<file path="src/rtl/transpose_buffer_4x4_if.sv">
// Row-in / column-out bus of the 4x4 transpose buffer.
// The producer of rows uses the master modport; the buffer itself uses slave.
interface transpose_buffer_4x4_if #(
  parameter int WIDTH_Y = 17,
  parameter int WIDTH_Q = 16
);
  logic                      load;
  logic signed [WIDTH_Y-1:0] d0;
  logic signed [WIDTH_Y-1:0] d1;
  logic signed [WIDTH_Y-1:0] d2;
  logic signed [WIDTH_Y-1:0] d3;
  logic signed [WIDTH_Q-1:0] q0;
  logic signed [WIDTH_Q-1:0] q1;
  logic signed [WIDTH_Q-1:0] q2;
  logic signed [WIDTH_Q-1:0] q3;
  logic                      out_valid;
  logic                      out_last;

  modport master (
    output load, d0, d1, d2, d3,
    input  q0, q1, q2, q3, out_valid, out_last
  );

  modport slave (
    input  load, d0, d1, d2, d3,
    output q0, q1, q2, q3, out_valid, out_last
  );
endinterface

</file>
<file path="src/rtl/transpose_buffer_4x4.sv">
// Ping-pong 4x4 transpose buffer between the row and column butterflies of
// the HEVC 4-point DCT. Rows are rounded/saturated on the way in, written to
// one bank, and replayed column by column from the other bank.
module transpose_buffer_4x4 #(
  parameter int WIDTH_Y = 17,
  parameter int WIDTH_Q = 16,
  parameter int SHIFT   = 1
) (
  input logic                  clk,
  input logic                  rst,
  transpose_buffer_4x4_if.slave bus
);

  typedef enum logic [2:0] {
    st_idle,
    st_col0,
    st_col1,
    st_col2,
    st_col3
  } state_t;

  // Rounding offset and saturation bounds, all at the widened WIDTH_Y+1 width.
  localparam logic signed [WIDTH_Y:0] RND   = (WIDTH_Y+1)'(2**(SHIFT-1));
  localparam logic signed [WIDTH_Y:0] Q_MAX = {{(WIDTH_Y+2-WIDTH_Q){1'b0}}, {(WIDTH_Q-1){1'b1}}};
  localparam logic signed [WIDTH_Y:0] Q_MIN = {{(WIDTH_Y+2-WIDTH_Q){1'b1}}, {(WIDTH_Q-1){1'b0}}};

  logic signed [WIDTH_Y-1:0] d_lane [4];
  logic signed [WIDTH_Q-1:0] r_lane [4];

  // bank_mem[bank][row][element]; contents are never reset.
  logic signed [WIDTH_Q-1:0] bank_mem [2][4][4];

  logic [1:0] wr_row_reg;
  logic       wr_bank_reg;
  logic       handoff;

  state_t     state_reg;
  state_t     state_next;
  logic       rd_bank_reg;
  logic       rd_bank_next;
  logic       emit;
  logic [1:0] emit_col;

  logic signed [WIDTH_Q-1:0] q_reg [4];
  logic                      out_valid_reg;
  logic                      out_last_reg;

  assign d_lane[0] = bus.d0;
  assign d_lane[1] = bus.d1;
  assign d_lane[2] = bus.d2;
  assign d_lane[3] = bus.d3;

  // Per-lane round-half-up, arithmetic shift, then clamp to the output range.
  genvar gi;
  generate
    for (gi = 0; gi < 4; gi++) begin : g_round
      logic signed [WIDTH_Y:0] v_ext;
      logic signed [WIDTH_Y:0] v_sh;
      assign v_ext = {d_lane[gi][WIDTH_Y-1], d_lane[gi]} + RND;
      assign v_sh  = v_ext >>> SHIFT;
      assign r_lane[gi] = (v_sh > Q_MAX) ? Q_MAX[WIDTH_Q-1:0] :
                          (v_sh < Q_MIN) ? Q_MIN[WIDTH_Q-1:0] :
                                           v_sh[WIDTH_Q-1:0];
    end
  endgenerate

  // The fourth row of a bank completes the block and hands it to the reader.
  assign handoff = bus.load && (wr_row_reg == 2'd3);

  // Store the rounded row into the bank currently being filled.
  always_ff @(posedge clk) begin
    if (bus.load) begin
      for (int i = 0; i < 4; i++) begin
        bank_mem[wr_bank_reg][wr_row_reg][i] <= r_lane[i];
      end
    end
  end

  // Write pointer: row advances per load, bank flips after row 3.
  always_ff @(posedge clk or posedge rst) begin
    if (rst) begin
      wr_row_reg  <= 2'd0;
      wr_bank_reg <= 1'b0;
    end else if (bus.load) begin
      wr_row_reg <= wr_row_reg + 2'd1;
      if (wr_row_reg == 2'd3) begin
        wr_bank_reg <= ~wr_bank_reg;
      end
    end
  end

  // Read engine state and the bank it is replaying.
  always_ff @(posedge clk or posedge rst) begin
    if (rst) begin
      state_reg   <= st_idle;
      rd_bank_reg <= 1'b0;
    end else begin
      state_reg   <= state_next;
      rd_bank_reg <= rd_bank_next;
    end
  end

  // Next-state: walk COL0..COL3; a handoff during COL3 chains straight into
  // the next block so back-to-back blocks leave no bubble.
  always_comb begin
    state_next   = state_reg;
    rd_bank_next = rd_bank_reg;
    emit         = 1'b0;
    emit_col     = 2'd0;
    case (state_reg)
      st_idle: begin
        if (handoff) begin
          state_next   = st_col0;
          rd_bank_next = wr_bank_reg;
        end
      end
      st_col0: begin
        emit       = 1'b1;
        emit_col   = 2'd0;
        state_next = st_col1;
      end
      st_col1: begin
        emit       = 1'b1;
        emit_col   = 2'd1;
        state_next = st_col2;
      end
      st_col2: begin
        emit       = 1'b1;
        emit_col   = 2'd2;
        state_next = st_col3;
      end
      st_col3: begin
        emit     = 1'b1;
        emit_col = 2'd3;
        if (handoff) begin
          state_next   = st_col0;
          rd_bank_next = wr_bank_reg;
        end else begin
          state_next = st_idle;
        end
      end
      default: begin
        state_next = st_idle;
      end
    endcase
  end

  // Registered column output; q holds its last column while idle.
  always_ff @(posedge clk or posedge rst) begin
    if (rst) begin
      for (int i = 0; i < 4; i++) begin
        q_reg[i] <= '0;
      end
      out_valid_reg <= 1'b0;
      out_last_reg  <= 1'b0;
    end else begin
      out_valid_reg <= emit;
      out_last_reg  <= emit && (emit_col == 2'd3);
      if (emit) begin
        for (int i = 0; i < 4; i++) begin
          q_reg[i] <= bank_mem[rd_bank_reg][i][emit_col];
        end
      end
    end
  end

  assign bus.q0        = q_reg[0];
  assign bus.q1        = q_reg[1];
  assign bus.q2        = q_reg[2];
  assign bus.q3        = q_reg[3];
  assign bus.out_valid = out_valid_reg;
  assign bus.out_last  = out_last_reg;

endmodule
</file>
<file path="src/flat_wrapper.sv">
// flat-port wrapper written by rule: the top's interface ports become plain ports
module transpose_buffer_4x4_flat 
#(
  parameter int WIDTH_Y = 17,
  parameter int WIDTH_Q = 16,
  parameter int SHIFT   = 1
)
  (clk, rst, bus_load, bus_d0, bus_d1, bus_d2, bus_d3, bus_q0, bus_q1, bus_q2, bus_q3, bus_out_valid, bus_out_last);
  transpose_buffer_4x4_if #(.WIDTH_Y(WIDTH_Y), .WIDTH_Q(WIDTH_Q)) bus_i ();
  input logic clk;
  input logic rst;
  input wire logic [$bits(bus_i.load)-1:0] bus_load;
  input wire logic [$bits(bus_i.d0)-1:0] bus_d0;
  input wire logic [$bits(bus_i.d1)-1:0] bus_d1;
  input wire logic [$bits(bus_i.d2)-1:0] bus_d2;
  input wire logic [$bits(bus_i.d3)-1:0] bus_d3;
  output wire logic [$bits(bus_i.q0)-1:0] bus_q0;
  output wire logic [$bits(bus_i.q1)-1:0] bus_q1;
  output wire logic [$bits(bus_i.q2)-1:0] bus_q2;
  output wire logic [$bits(bus_i.q3)-1:0] bus_q3;
  output wire logic [$bits(bus_i.out_valid)-1:0] bus_out_valid;
  output wire logic [$bits(bus_i.out_last)-1:0] bus_out_last;
  assign bus_i.load = bus_load;
  assign bus_i.d0 = bus_d0;
  assign bus_i.d1 = bus_d1;
  assign bus_i.d2 = bus_d2;
  assign bus_i.d3 = bus_d3;
  assign bus_q0 = bus_i.q0;
  assign bus_q1 = bus_i.q1;
  assign bus_q2 = bus_i.q2;
  assign bus_q3 = bus_i.q3;
  assign bus_out_valid = bus_i.out_valid;
  assign bus_out_last = bus_i.out_last;
  transpose_buffer_4x4 #(.WIDTH_Y(WIDTH_Y), .WIDTH_Q(WIDTH_Q), .SHIFT(SHIFT)) u_core (.clk(clk), .rst(rst), .bus(bus_i));
endmodule
</file>
<file path="config.mk">
export PLATFORM = sky130hd
export DESIGN_NAME = transpose_buffer_4x4_flat
export DESIGN_NICKNAME = d
export VERILOG_FILES = /design/src/rtl/transpose_buffer_4x4_if.sv /design/src/rtl/transpose_buffer_4x4.sv /design/src/flat_wrapper.sv
export SDC_FILE = /design/constraint.sdc
export NUM_CORES = 1
export LEC_CHECK = 0
export CAP_MARGIN = 20
export CORE_MARGIN = 2
export CORE_UTILIZATION = 42
export CTS_CLUSTER_DIAMETER = 30
export DETAILED_ROUTE_END_ITERATION = 16
export PLACE_DENSITY_LB_ADDON = 0.12
export SLEW_MARGIN = 20
export SYNTH_ARGS = -nofsm -noshare
export SYNTH_HDL_FRONTEND = slang
export SYNTH_SLANG_ARGS = --single-unit
</file>
<file path="constraint.sdc">
create_clock -name clk -period 5.5 [get_ports clk]
set_input_delay 0.825 -clock clk [delete_from_list [all_inputs] [get_ports clk]]
set_output_delay 0.825 -clock clk [all_outputs]
set_load 0.01 [all_outputs]
</file>
# [Word-level counts from Yosys, hierarchy flattened]
# Memory sizes are Yosys's and may differ from the RTL's.
# Index checks and enable logic that the tools add are counted.
[totals] in_bits=71 register_bits=73 ramBits=512 word_cells=1619 mem_count=1
[op_classes] eq_ne=7 n_bitwise=771 order_cmp=11 n_addsub=5 n_reduce_logical=8 n_mux=806
[mem_list] memory="u_core.bank_mem" depth=2 word_bits=256 rd=1 rd_ports_with_merged_regs=0 wr=1 line_no="transpose_buffer_4x4.sv:31" rtl="logic signed [WIDTH_Q-1:0] bank_mem [2][4][4];"
[ops] op="256-bit 2-to-1 mux" n=4
[ops] op="1-bit 2-to-1 mux" n=771
[ops] op="1-bit bitwise OR" n=768
[ops] op="64-bit demux with 2-bit select" n=4
[ops] op="16-bit 2-to-1 mux" n=17
[ops] op="16-bit binary-select mux with 2-bit select" n=4
[ops] op="17-bit by 2-bit adder with 18-bit output, second input constant" n=4
[ops] op="17-bit by 16-bit greater-than comparator with 1-bit output, second input constant" n=4
[ops] op="17-bit by 16-bit less-than comparator with 1-bit output, second input constant" n=4
[ops] op="64-bit 2-to-1 mux" n=1
[ops] op="48-bit 2-to-1 mux" n=1
[ops] op="32-bit 2-to-1 mux" n=1
[ops] op="3-bit one-hot mux with 5 select lines" n=1
[ops] op="3-bit by 2-bit equality test with 1-bit output, second input constant" n=2
[ops] op="3-bit >= comparator, second input constant" n=2
[ops] op="2-bit NOT with 3-bit output" n=2
[ops] op="2-bit one-hot mux with 3 select lines" n=1
[ops] op="2-bit equality test, second input constant" n=2
[ops] op="2-bit AND reduction" n=2
[ops] op="4-bit OR reduction" n=1
[ops] op="3-bit by 1-bit equality test with 1-bit output, second input constant" n=1
[ops] op="3-bit equality test, second input constant" n=1
[ops] op="1-bit logical AND" n=3
[ops] op="3-bit zero test" n=1
[ops] op="6 further kinds" n=6

# [Longest topological paths before layout]
# Gate-level depths: netlist of run 1.
[logic_depth] ltp_word=9 mapped_depth=9 ltp_nobuf=7

# [Least setup slack after synthesis of run 1]
# Ideal clock, no wire load.
[synth_path] path_type="input port to flip-flop" startpoint="in bus_load" endpoint="mem u_core.bank_mem[0][128] (netlist name), enable pin" t_required_ns=5.014 arrival_ns=4.027 path_slack_ns=0.987 path_stages=4 path_cell_list="clkbuf_1 > nand2_1 > clkbuf_1 > nor2_1"
[synth_between] elab_chain_cells=5 elab_cells_between_ends=8 classes_between="mux (5); bitwise (3)"
[synth_rtl] item="start, declared" line_no="flat_wrapper.sv:12" rtl="input wire logic [$bits(bus_i.load)-1:0] bus_load;"
[synth_rtl] item="1-bit 2-to-1 mux *" line_no="transpose_buffer_4x4.sv:72" rtl="if (bus.load) begin"
[synth_rtl] item="256-bit 2-to-1 mux (not written as such)" line_no="transpose_buffer_4x4.sv:74" rtl="bank_mem[wr_bank_reg][wr_row_reg][i] <= r_lane[i];"
[synth_rtl] item="1-bit bitwise OR (no source line) (2 in series)"
[synth_rtl] item="1-bit bitwise OR (no source line) *"
[synth_rtl] item="end, declared" line_no="transpose_buffer_4x4.sv:31"
# Every way passes the cells marked *; elsewhere a longest branch is shown, timed or not.

==> metrics.md, run 1 <==
| Metric | Value |
|---|---|
| Placed insts | 2,473 |
| Clock Latency Late Sink | 0.66 ns |
| Unrepaired setup endpoints after global routing | false |
| Max clock buf depth | 3 |
| Final setup violation count | 0 |
| Syn Area/Cell | around 15 sq um |
| Hold Path Class | flip-flop to flip-flop |
| Share of layout cells above drive strength 1 | 21.9% |
| Reg-to-Reg Start | u_core.state_reg[2]$_DFFE_PP0P_ |
| Die Span X | 247 um |
| Area Growth Syn to Fin | 25.6% |
| Most frequent cells in the layout | edfxtp_1, o22ai_1, clkdlybuf4s50_1, a21oi_1, clkbuf_16 |
| Yosys cell types | 69 |
| Net Count, Synth | 1,718 |
| DR iter-0 viols | 1,862 |
| Final setup margin | 1.85 ns |
| Post-DR vias/cell | 6.10 |
| Core area | 58,700 sq um |
| Dominant synthesized flop cell | edfxtp_1 |
| TritonCTS clock tree | built |
| Initial Util | 42.2% |
| Post-DP HPWL | 48.9 mm |
| Global-route wire length before repair | 113 mm |
| Area leader, netlist | edfxtp_1 |
| Fin Hold WS | 0.531 ns |
| Router iterations before antenna repair | 5 |
| Final #Nets | 1,899 |
| Post-Syn Area | 24,800 sq um |
| Initial antenna violation count | 2 |
| Crit Path Class | primary input to flip-flop |
| Port Buffers | 136 |
| Status | completed |
| Die Ht | 247 um |
| CTS clock-pin slew for the worst setup and hold paths | 0.05 ns |
| Ys async rst share | between 10 and 15% |
| Total of warnings raised by yosys | 0 |
| Top cell type's share of synthesized area | 62.1% |
| Routed WL | 79.4 mm |
| Hold-fix buffers, CTS | 0 |
| Die Area | 60,900 sq um |
| Hold_sp | u_core.bus.q2[5]$_DFFE_PP0P_ |
| Root buf cell | clkbuf_16 |
| Fin Clk Skew | 0.0284 ns |
| Crit-path max FO | 10 |
| Post-layout total power | 19.3 mW |
| Final Hold Fails | 0 |
| Min Tclk post-route | around 3.6 ns |
| Slew at the pin closest to its max-slew limit | 1.20 ns |
| Worst R2R End | u_core.bus.q2[9]$_DFFE_PP0P_ |
| Top cells by area, synth | edfxtp_1, dfrtp_1, mux4_2 |
| DRC Markers | 0 |
| Ports | about 140 |
| Place WS | 1.30 ns |
| Worst Reg-to-Reg Cells | 8 |
| Largest net degree at the start of global routing | 87 |
| Max Clk Rate | 274 MHz |
| Required @ worst endpoint | 5.85 ns |
| Setup bufs post-CTS | 0 |
| Worst path arrival time | 4.00 ns |
| Avg WL per Cell | 29.4 um |
| DR vias | 16,460 |
| PD cells | about 620 nW/um^2 |
| Total track usage | 26.1% |
| EDFF count, synth | 512 |
| RePlAce Congestion | 0.880 |
| Leakage | 10.4 nW |
| VDD IR max | 0.733 mV |
| # rows | 89 |
| Reg with most FFs | u_core.bank_mem |
| Fin crit share | 66.3% |
| TNS Setup | 0 ns |
| Post-CTS sizing | 0 |
| Relative slew slack | 19.7% |
| Sequential fraction of the synthesis area | 69.4% |
| Crit end category | flip-flop |
| Max-cap viol count | 0 |
| FF+latch count, synth | roughly 590 |
| Layout Cells excl Fill | 2,700 |
| Max FFs per register | 512 |
| # clock sinks | 585 |
| Total gr overflow | 0 |
| Num CTS Buffers | 118 |
| Htree depth | 3 |
| Worst hold stages | 2 |
| Worst Hold Path EP | u_core.bus.q2[5]$_DFFE_PP0P_ |
| Post-route ant nets | 0 |
| Fill cells | 4,715 |
| Commonest non-fill, non-tap cell in the layout | edfxtp_1 |
| Syn Inst Count | 1,639 |
| CP Launch Type | primary input |
| Vias in the first global route | 16,351 |
| Slew Limit Fails | 0 |
| R2R Setup Slk | between 2 and 2.5 ns |
## worst max-delay path by stage
stage	start	to	slack [ns]	depth (start not counted)
6_report	bus_d0[0]	u_core.bank_mem[0][33]$_DFFE_PP_	1.85	8
5_1_grt	bus_d0[0]	u_core.bank_mem[0][33]$_DFFE_PP_	1.80	8
4_1_cts	bus_d0[0]	u_core.bank_mem[0][33]$_DFFE_PP_	1.97	8
3_3_place_gp	bus_d0[0]	u_core.bank_mem[0][33]$_DFFE_PP_	1.25	8
2_1_floorplan	bus_load	u_core.bank_mem[0][128]$_DFFE_PP_	0.99	4
3_5_place_dp	bus_d0[0]	u_core.bank_mem[1][33]$_DFFE_PP_	1.30	8
## cell usage after synthesis, drive strengths merged, types with 2 or more instances
cell type  instances
and4               4
nor4               7
buf               52
ha                 8
mux4              71
mux2i             28
nand4             12
xnor2             14
o211ai             5
nand3             33
a21oi            127
a22o               4
nand2b             3
a31oi             18
o221a             56
o21a               6
nand2             87
o31a               3
edfxtp           512
nor2              88
clkbuf            57
a22oi             11
mux2               2
o21ai             67
a21boi             9
o22ai            169
nor3              17
or2                2
or4                3
and2              22
and3              19
dfrtp             73
inv               17
or3                4
xor2              16
## critical path: stages
cell and delay (ns):
clkdlybuf4s50_1 0.50, ha_1 0.30, nand4b_1 0.19, a21oi_1 0.41
nand2_2 0.20, nand2_1 0.59, nor2_1 0.37, a21oi_1 0.62
## report_power, final
group / switching, mW / internal, mW / leakage (nW) / total [mW]
clock: 2.43 / 4.79 / 1.97 / 7.21
sequential: 0.538 / 5.99 / 5.50 / 6.52
combinational: 3.27 / 2.28 / 2.94 / 5.56
## stage by stage
stage,cell area (sq um),util [%]
after floorplan,24800,-
final,31100,53.0
after detailed placement,27000,46.0
after global placement,27000,46.0
after global routing,31100,53.0
after CTS,31100,53.0
## layout make-up
cell class	instances	area [sq um]	share of cell area, %
inverter	17	67.6	0.217
antenna	1	2.50	0.00804
timing repair buffer	170	1650	5.31
sequential	585	17200	55.3
clock inverter	84	978	3.14
multi-input combinational	928	7120	22.9
tap	773	967	3.11
clock buffer	142	3130	10.1
## routing by layer
metal	part of all wire (%)	vias to the layer above	wire [um]	global-route usage [%]
li1	-	7067	-	-
met5	0.034	-	27	0
met4	2.7	4	2180	8.98
met1	41	8480	32700	35.3
met2	47	802	37600	41.6
met3	8.7	107	6920	6.05
## logic make-up after synthesis
kind of cell             Yosys count  share of synthesized area [%]
adder cells (fa/ha/maj)            8                          0.404
AO/OA/AOI/OAI                    484                           12.9
multiplexers                     101                           7.73
XOR/XNOR                          30                           1.09
flip-flops                       585                           69.4
AND/OR/NAND/NOR                  305                           6.29
buffers and inverters            126                           2.15
(Power assumes the default switching activity.)
==> inputs of run 2 (changes only) <==
Clock period 5.5 ns to 3.7 ns, I/O delays scaled along.
==> run 2 against run 1 <==
  * Count of clock-buffer cells in the layout increased by 9
  * Critical path depth increased by 1
  * Hold slack got worse by 0.16 ns
  * Wire length decreased by 0.12%
  * Combinational power increased by 57%
  * Via count increased by 1.7%
  * Worst setup slack got worse by 1.0 ns
  * Sequential power increased by 48%
  * Final area increased by 1.4%
  * Global-route usage increased by 0.16 points
==> metrics.md, run 2 (synthesized netlist as in run 1, its figures left out) <==
| Metric | Value |
|---|---|
| CTS clock-pin slew for the worst setup and hold paths | 0.05 ns (about the same) |
| Hold Path Class | primary input to async pin |
| Layout Cells excl Fill | 2,741 (+1.5%) |
| Vias in the first global route | 16,859 (+3.1%) |
| Root buf cell | clkbuf_16 |
| TritonCTS clock tree | built |
| Avg WL per Cell | 28.9 um (-1.6%) |
| Setup bufs post-CTS | 0 (unchanged) |
| DR iter-0 viols | 2,046 (+9.9%) |
| Crit-path max FO | 7 (-3) |
| RePlAce Congestion | 0.891 (+1.3%) |
| Fin crit share | 78.1% |
| Relative slew slack | 34.3% (+15 points) |
| Reg with most FFs | u_core.bank_mem |
| Min Tclk post-route | 2.89 ns |
| Util after Layout | 53.8% (+0.75 points) |
| Slew Limit Fails | 0 (unchanged) |
| DR vias | 16,747 (+1.7%) |
| Largest net degree at the start of global routing | 65 (-25%) |
| PD cells | 914 nW/um^2 (+48%) |
| Ports | 137 (unchanged) |
| Hold-fix buffers, CTS | 0 (unchanged) |
| # clock sinks | 585 (unchanged) |
| Unrepaired setup endpoints after global routing | false |
| Num CTS Buffers | 117 (-0.85%) |
| Core area | 58,700 sq um (unchanged) |
| Most frequent cells in the layout | edfxtp_1, o22ai_1, clkdlybuf4s50_1, a21oi_1, clkbuf_16 |
| Final setup violation count | 0 (unchanged) |
| Fill cells | 4,730 (+0.32%) |
| Worst path arrival time | 3.27 ns (-0.73 ns) |
| Ant. Diodes | 0 (-1) |
| Status | completed |
| CP Launch Type | primary input |
| Area of the multi-input gates | 7110 sq um (-0.14%) |
| VDD IR max | 0.594 mV (-19%) |
| Post-route ant nets | 0 (unchanged) |
| DRC Markers | 0 (unchanged) |
| Global-route wire length before repair | 115 mm (+1.5%) |
| Post-DR vias/cell | 6.11 (+0.22%) |
| Max-cap viol count | 0 (unchanged) |
| Die Span X | 247 um (unchanged) |
| Max Clk Rate | 346 MHz |
| Crit end category | flip-flop |
| Post-DP HPWL | 50.3 mm (+3.0%) |
| Required @ worst endpoint | 4.08 ns (-1.77 ns) |
| Router iterations before antenna repair | 5 (unchanged) |
| Initial Util | 42.2% (unchanged) |
| Total track usage | 26.3% (+0.16 points) |
| Crit Path Class | primary input to flip-flop |
| Die Area | 60,900 sq um (unchanged) |
| Final #Nets | 1,943 (+2.3%) |
| Post-CTS sizing | 0 (unchanged) |
| Routed WL | 79.3 mm (-0.12%) |
| Htree depth | 3 (unchanged) |
| Die Ht | 247 um (unchanged) |
| Max clock buf depth | 3 (unchanged) |
| Leakage | 10.6 nW (+2.1%) |
| Commonest non-fill, non-tap cell in the layout | edfxtp_1 |
| Final Hold Fails | 0 (unchanged) |
| Initial antenna violation count | 0 (-2) |
| Max FFs per register | 512 (unchanged) |
| # rows | 89 (unchanged) |
| Placed insts | 2,518 (+1.8%) |
| Clock Latency Late Sink | 0.67 ns (about the same) |
| Sequential Area | 17,200 sq um (unchanged) |
| TNS Setup | 0 ns (unchanged) |
| Share of layout cells above drive strength 1 | 23.2% (+1.3 points) |
| Slew at the pin closest to its max-slew limit | 0.982 ns (-0.219 ns) |
| Port Buffers | 136 (unchanged) |
| Fin Clk Skew | 0.0197 ns (-0.00868 ns) |
| Total gr overflow | 0 (unchanged) |
| Area Growth Syn to Fin | 27.4% |
==> run 2: cell types whose count changed in the layout (fill, tap and decap cells not counted), moves of 3 or more <==
| cell | previous run | this run |
|---|---|---|
| buf_12 | 3 | 22 |
| clkinv_1 | 8 | 5 |
| buf_4 | 31 | 57 |
| clkbuf_1 | 16 | 27 |
| clkinv_4 | 19 | 9 |
==> run 2: metal layers <==
metal	global-route usage [%]	wire length, um	up-vias
li1	-	-	7134
met1	37.9	33700	8685
met2	40.7	37100	819
met3	4.95	6680	109
met4	7.74	1800	0
met5	0	0	-
==> run 2: stage by stage <==
step | hold WS [ns] | setup WS [ns] | area, sq um | power, mW
after floorplan | 0.446 | 0.529 | 24800 | 14.6
after global placement | 0.508 | 0.294 | 27600 | 18.4
after detailed placement | 0.517 | 0.242 | 27600 | 18.5
after CTS | 0.375 | 0.919 | 31600 | 29.0
after global routing | 0.396 | 0.772 | 31600 | 30.0
final | 0.367 | 0.810 | 31600 | 28.9
==> run 2: cell type report <==
class                      instances  area share (%)
multi-input combinational        928            22.5
clock inverter                    72            2.75
timing repair buffer             215            7.06
clock buffer                     151            9.90
tap                              773            3.06
sequential                       585            54.5
inverter                          17           0.210
==> run 2: worst max-delay path: stages <==
cell and delay [ns]:
clkdlybuf4s50_1 0.52, ha_1 0.34, and3_1 0.30, and2_2 0.26
and3_1 0.21, a21oi_1 0.35, buf_4 0.20, nor3_1 0.05
a21oi_1 0.47
==> run 2: worst paths after layout <==
check                      cells after the start                                end  slack, ns                             from
max reg2reg                                    7      u_core.bus.q3[13]$_DFFE_PP0P_       1.24  u_core.state_reg[1]$_DFFE_PP0P_
max                                            9  u_core.bank_mem[0][136]$_DFFE_PP_       0.81                        bus_d3[0]
min                                            2      u_core.bus.q1[12]$_DFFE_PP0P_       0.37                              rst
max in group asynchronous                      3   u_core.wr_row_reg[0]$_DFFE_PP0P_       2.59                              rst
min reg2reg                                    2       u_core.bus.q0[8]$_DFFE_PP0P_       0.52     u_core.bus.q0[8]$_DFFE_PP0P_
min in group clk                               2       u_core.bus.q0[8]$_DFFE_PP0P_       0.52     u_core.bus.q0[8]$_DFFE_PP0P_
==> run 2: power by group <==
part	internal (mW)	total [mW]	switching [mW]	leakage, nW
logic	3.71	8.73	5.02	3.23
registers	8.89	9.66	0.767	5.50
clock network	6.95	10.5	3.53	1.90
total	19.6	28.9	9.32	10.6
==> inputs of run 3 (changes only) <==
Clock period 3.7 ns to 2.85 ns, I/O delays scaled along.
==> run 3 against run 2 <==
  * Register-to-register slack worse by 0.63 ns
  * Wire length is 0.92% lower
  * Sequential share of layout area is 1.6 points lower
  * Worst setup slack worse by 0.32 ns
  * Critical path depth is 1 lower
  * Core utilization is 1.6 points higher
  * Critical path type unchanged
  * Critical endpoint is now u_core.bank_mem[1][226]$_DFFE_PP_
==> metrics.md, run 3 (synthesized netlist as in run 1, its figures left out) <==
| Metric | Value |
|---|---|
| Status | completed |
| Final setup violation count | 0 (unchanged) |
| Commonest non-fill, non-tap cell in the layout | edfxtp_1 |
| Die Ht | 247 um (unchanged) |
| CP Launch Type | primary input |
| Clock power frac | 36.3% (about the same) |
| Max Clk Rate | 424 MHz |
| VDD IR max | 1.25 mV (+110%) |
| Place WS | -0.190 ns (-0.432 ns) |
| Final #Nets | 2,037 (+4.8%) |
| Most frequent cells in the layout | edfxtp_1, o22ai_1, buf_4, clkdlybuf4s50_1, a21oi_1 |
| Slew Limit Fails | 0 (unchanged) |
| Die Area | 60,900 sq um (unchanged) |
| Post-layout total power | 37.6 mW (+30%) |
| CP most frequent cell | o21ai_0 |
| Vias in the first global route | 17,033 (+1.0%) |
| Area Growth Syn to Fin | 31.3% |
| Fin Clk Skew | 0.0329 ns (+0.0132 ns) |
| PD cells | 1160 nW/um^2 (+26%) |
| DR vias | 16,916 (+1.0%) |
| Crit Path Class | primary input to flip-flop |
| Crit-path max FO | 9 (+2) |
| Min Tclk post-route | 2.36 ns |
| Final Hold Fails | 0 (unchanged) |
| Total gr overflow | 0 (unchanged) |
| Hold Path Class | primary input to async pin |
| Die Span X | 247 um (unchanged) |
| Required @ worst endpoint | 3.39 ns (-0.69 ns) |
| DR iter-0 viols | 1,569 (-23%) |
| Worst path max stage delay | 0.87 ns (+0.35 ns) |
| Max FFs per register | 512 (unchanged) |
| Ant. Diodes | 0 (unchanged) |
| Post-place instance area | 28,500 sq um (+3.4%) |
| Leakage | 11.2 nW (+5.4%) |
| # rows | 89 (unchanged) |
| Post-DR vias/cell | 5.98 (-2.2%) |
| Design area | 32,500 sq um (+3.0%) |
| Fin crit share | 82.7% |
| Hold-fix buffers, CTS | 0 (unchanged) |
| Slew at the pin closest to its max-slew limit | 1.01 ns (+0.0306 ns) |
| Switching Fraction | 32.4% (+0.086 points) |
| Post-DP HPWL | 51.7 mm (+2.7%) |
| Internal power | 25.5 mW (+30%) |
| Routed WL | 78.5 mm (-0.92%) |
| Total track usage | 26.1% (-0.24 points) |
| Router iterations before antenna repair | 5 (unchanged) |
| Port Buffers | 136 (unchanged) |
| Relative slew slack | 32.4% (-1.9 points) |
| Max-cap viol count | 0 (unchanged) |
| Worst-path cell chain | clkdlybuf4s50_1 -> nand4_4 -> nor4_4 -> o21ai_0 -> a211oi_2 -> nand2_1 -> o21ai_0 -> buf_4 |
| Global-route wire length before repair | 114 mm (-0.79%) |
| Share of layout cells above drive strength 1 | 27.3% (+4.1 points) |
| Setup bufs post-CTS | 0 (unchanged) |
| TritonCTS clock tree | built |
| Ports | 137 (unchanged) |
| Final setup margin | 0.493 ns (-0.317 ns) |
| DRC Markers | 0 (unchanged) |
| Num CTS Buffers | 113 (-3.4%) |
| Reg with most FFs | u_core.bank_mem |
| Clock Latency Late Sink | 0.67 ns (about the same) |
| Crit end category | flip-flop |
| Delay-heaviest family, CP | compound AO/OA/AOI/OAI gates |
| Initial Util | 42.2% (unchanged) |
| Root buf cell | clkbuf_16 |
| Largest net degree at the start of global routing | 68 (+4.6%) |
| Core area | 58,700 sq um (unchanged) |
| Worst path arrival time | 2.90 ns (-0.37 ns) |
| CP max stage cell | a211oi_2 |
| Htree depth | 3 (unchanged) |
| Initial antenna violation count | 1 (+1) |
| # clock sinks | 585 (unchanged) |
| Combinational Power Share | 30.5% (+0.3 points) |
| CTS clock-pin slew for the worst setup and hold paths | 0.05 ns (about the same) |
| Avg WL per Cell | 27.7 um (-4.1%) |
| Post-CTS sizing | 0 (unchanged) |
| P_sw | 12.2 mW (+31%) |
| RePlAce Congestion | 0.929 (+4.2%) |
| Unrepaired setup endpoints after global routing | false |
| Max clock buf depth | 3 (unchanged) |
| Sequential power share | 33.3% (-0.2 points) |
| WP buf/inv | 2 (unchanged) |
| Post-route ant nets | 0 (unchanged) |
[run 3: cell count changes in the layout (fill, tap and decap cells not counted), sizes merged]
cell | previous run | this run
clkinvlp | 16 | 14
bufinv | 14 | 15
inv | 28 | 30
buf | 79 | 177
clkbuf | 151 | 132
clkinv | 31 | 41
[run 3: path summary, 6_finish.rpt]
kind,start,slack [ns],end,cells past startpoint
setup / recovery,bus_d0[4],0.49,u_core.bank_mem[1][226]$_DFFE_PP_,8
hold / removal,rst,0.22,u_core.bus.q2[2]$_DFFE_PP0P_,2
setup reg to reg,u_core.rd_bank_reg$_DFFE_PP0P_,0.61,u_core.bus.q3[14]$_DFFE_PP0P_,3
hold reg to reg,u_core.wr_row_reg[0]$_DFFE_PP0P_,0.54,u_core.wr_row_reg[0]$_DFFE_PP0P_,1
max in group asynchronous,rst,1.94,u_core.bus.q1[5]$_DFFE_PP0P_,3
min in group clk,u_core.wr_row_reg[0]$_DFFE_PP0P_,0.54,u_core.wr_row_reg[0]$_DFFE_PP0P_,1
[run 3: final cells by class]
| type | count | area [sq um] |
|---|---|---|
| clock buffers | 132 | 2980 |
| clock inverters | 83 | 1040 |
| fillers | 4651 | 26200 |
| inverters | 17 | 66.3 |
| multi-input cells | 928 | 7110 |
| flip-flops and latches | 585 | 17200 |
| well taps | 773 | 967 |
| repair buffers | 313 | 3170 |
[run 3: power groups by stage]
stage                     Clock [mW]  Sequential (mW)  Combinational (mW)
final                           13.6             12.5                11.5
after global routing            14.2             12.6                12.2
after CTS                       13.8             12.5                11.6
after detailed placement           0             12.7                11.5
after global placement             0             12.6                11.4
after floorplan                    0             12.4                6.66
[run 3: layer usage]
| metal | share of wire (%) | up-vias | GRT usage, % |
|---|---|---|---|
| met5 | 0 | - | 0 |
| met4 | 2.4 | 0 | 8.49 |
| met3 | 7.9 | 108 | 4.59 |
| met2 | 48 | 760 | 42.1 |
| met1 | 42 | 8713 | 35.9 |
| li1 | - | 7335 | - |
[run 3: through the flow]
| step | util, % | hold WS (ns) | instances | TNS [ns] |
|---|---|---|---|---|
| 3_3_place_gp | 48.6 | 0.524 | 2616 | -8.44 |
| 4_1_cts | 55.4 | 0.222 | 2831 | 0 |
| 2_1_floorplan | - | 0.446 | 1639 | 0 |
| 5_1_grt | 55.4 | 0.267 | 2831 | 0 |
| 3_5_place_dp | 48.6 | 0.529 | 2616 | -13.13 |
| 6_report | 55.4 | 0.220 | 2831 | 0 |
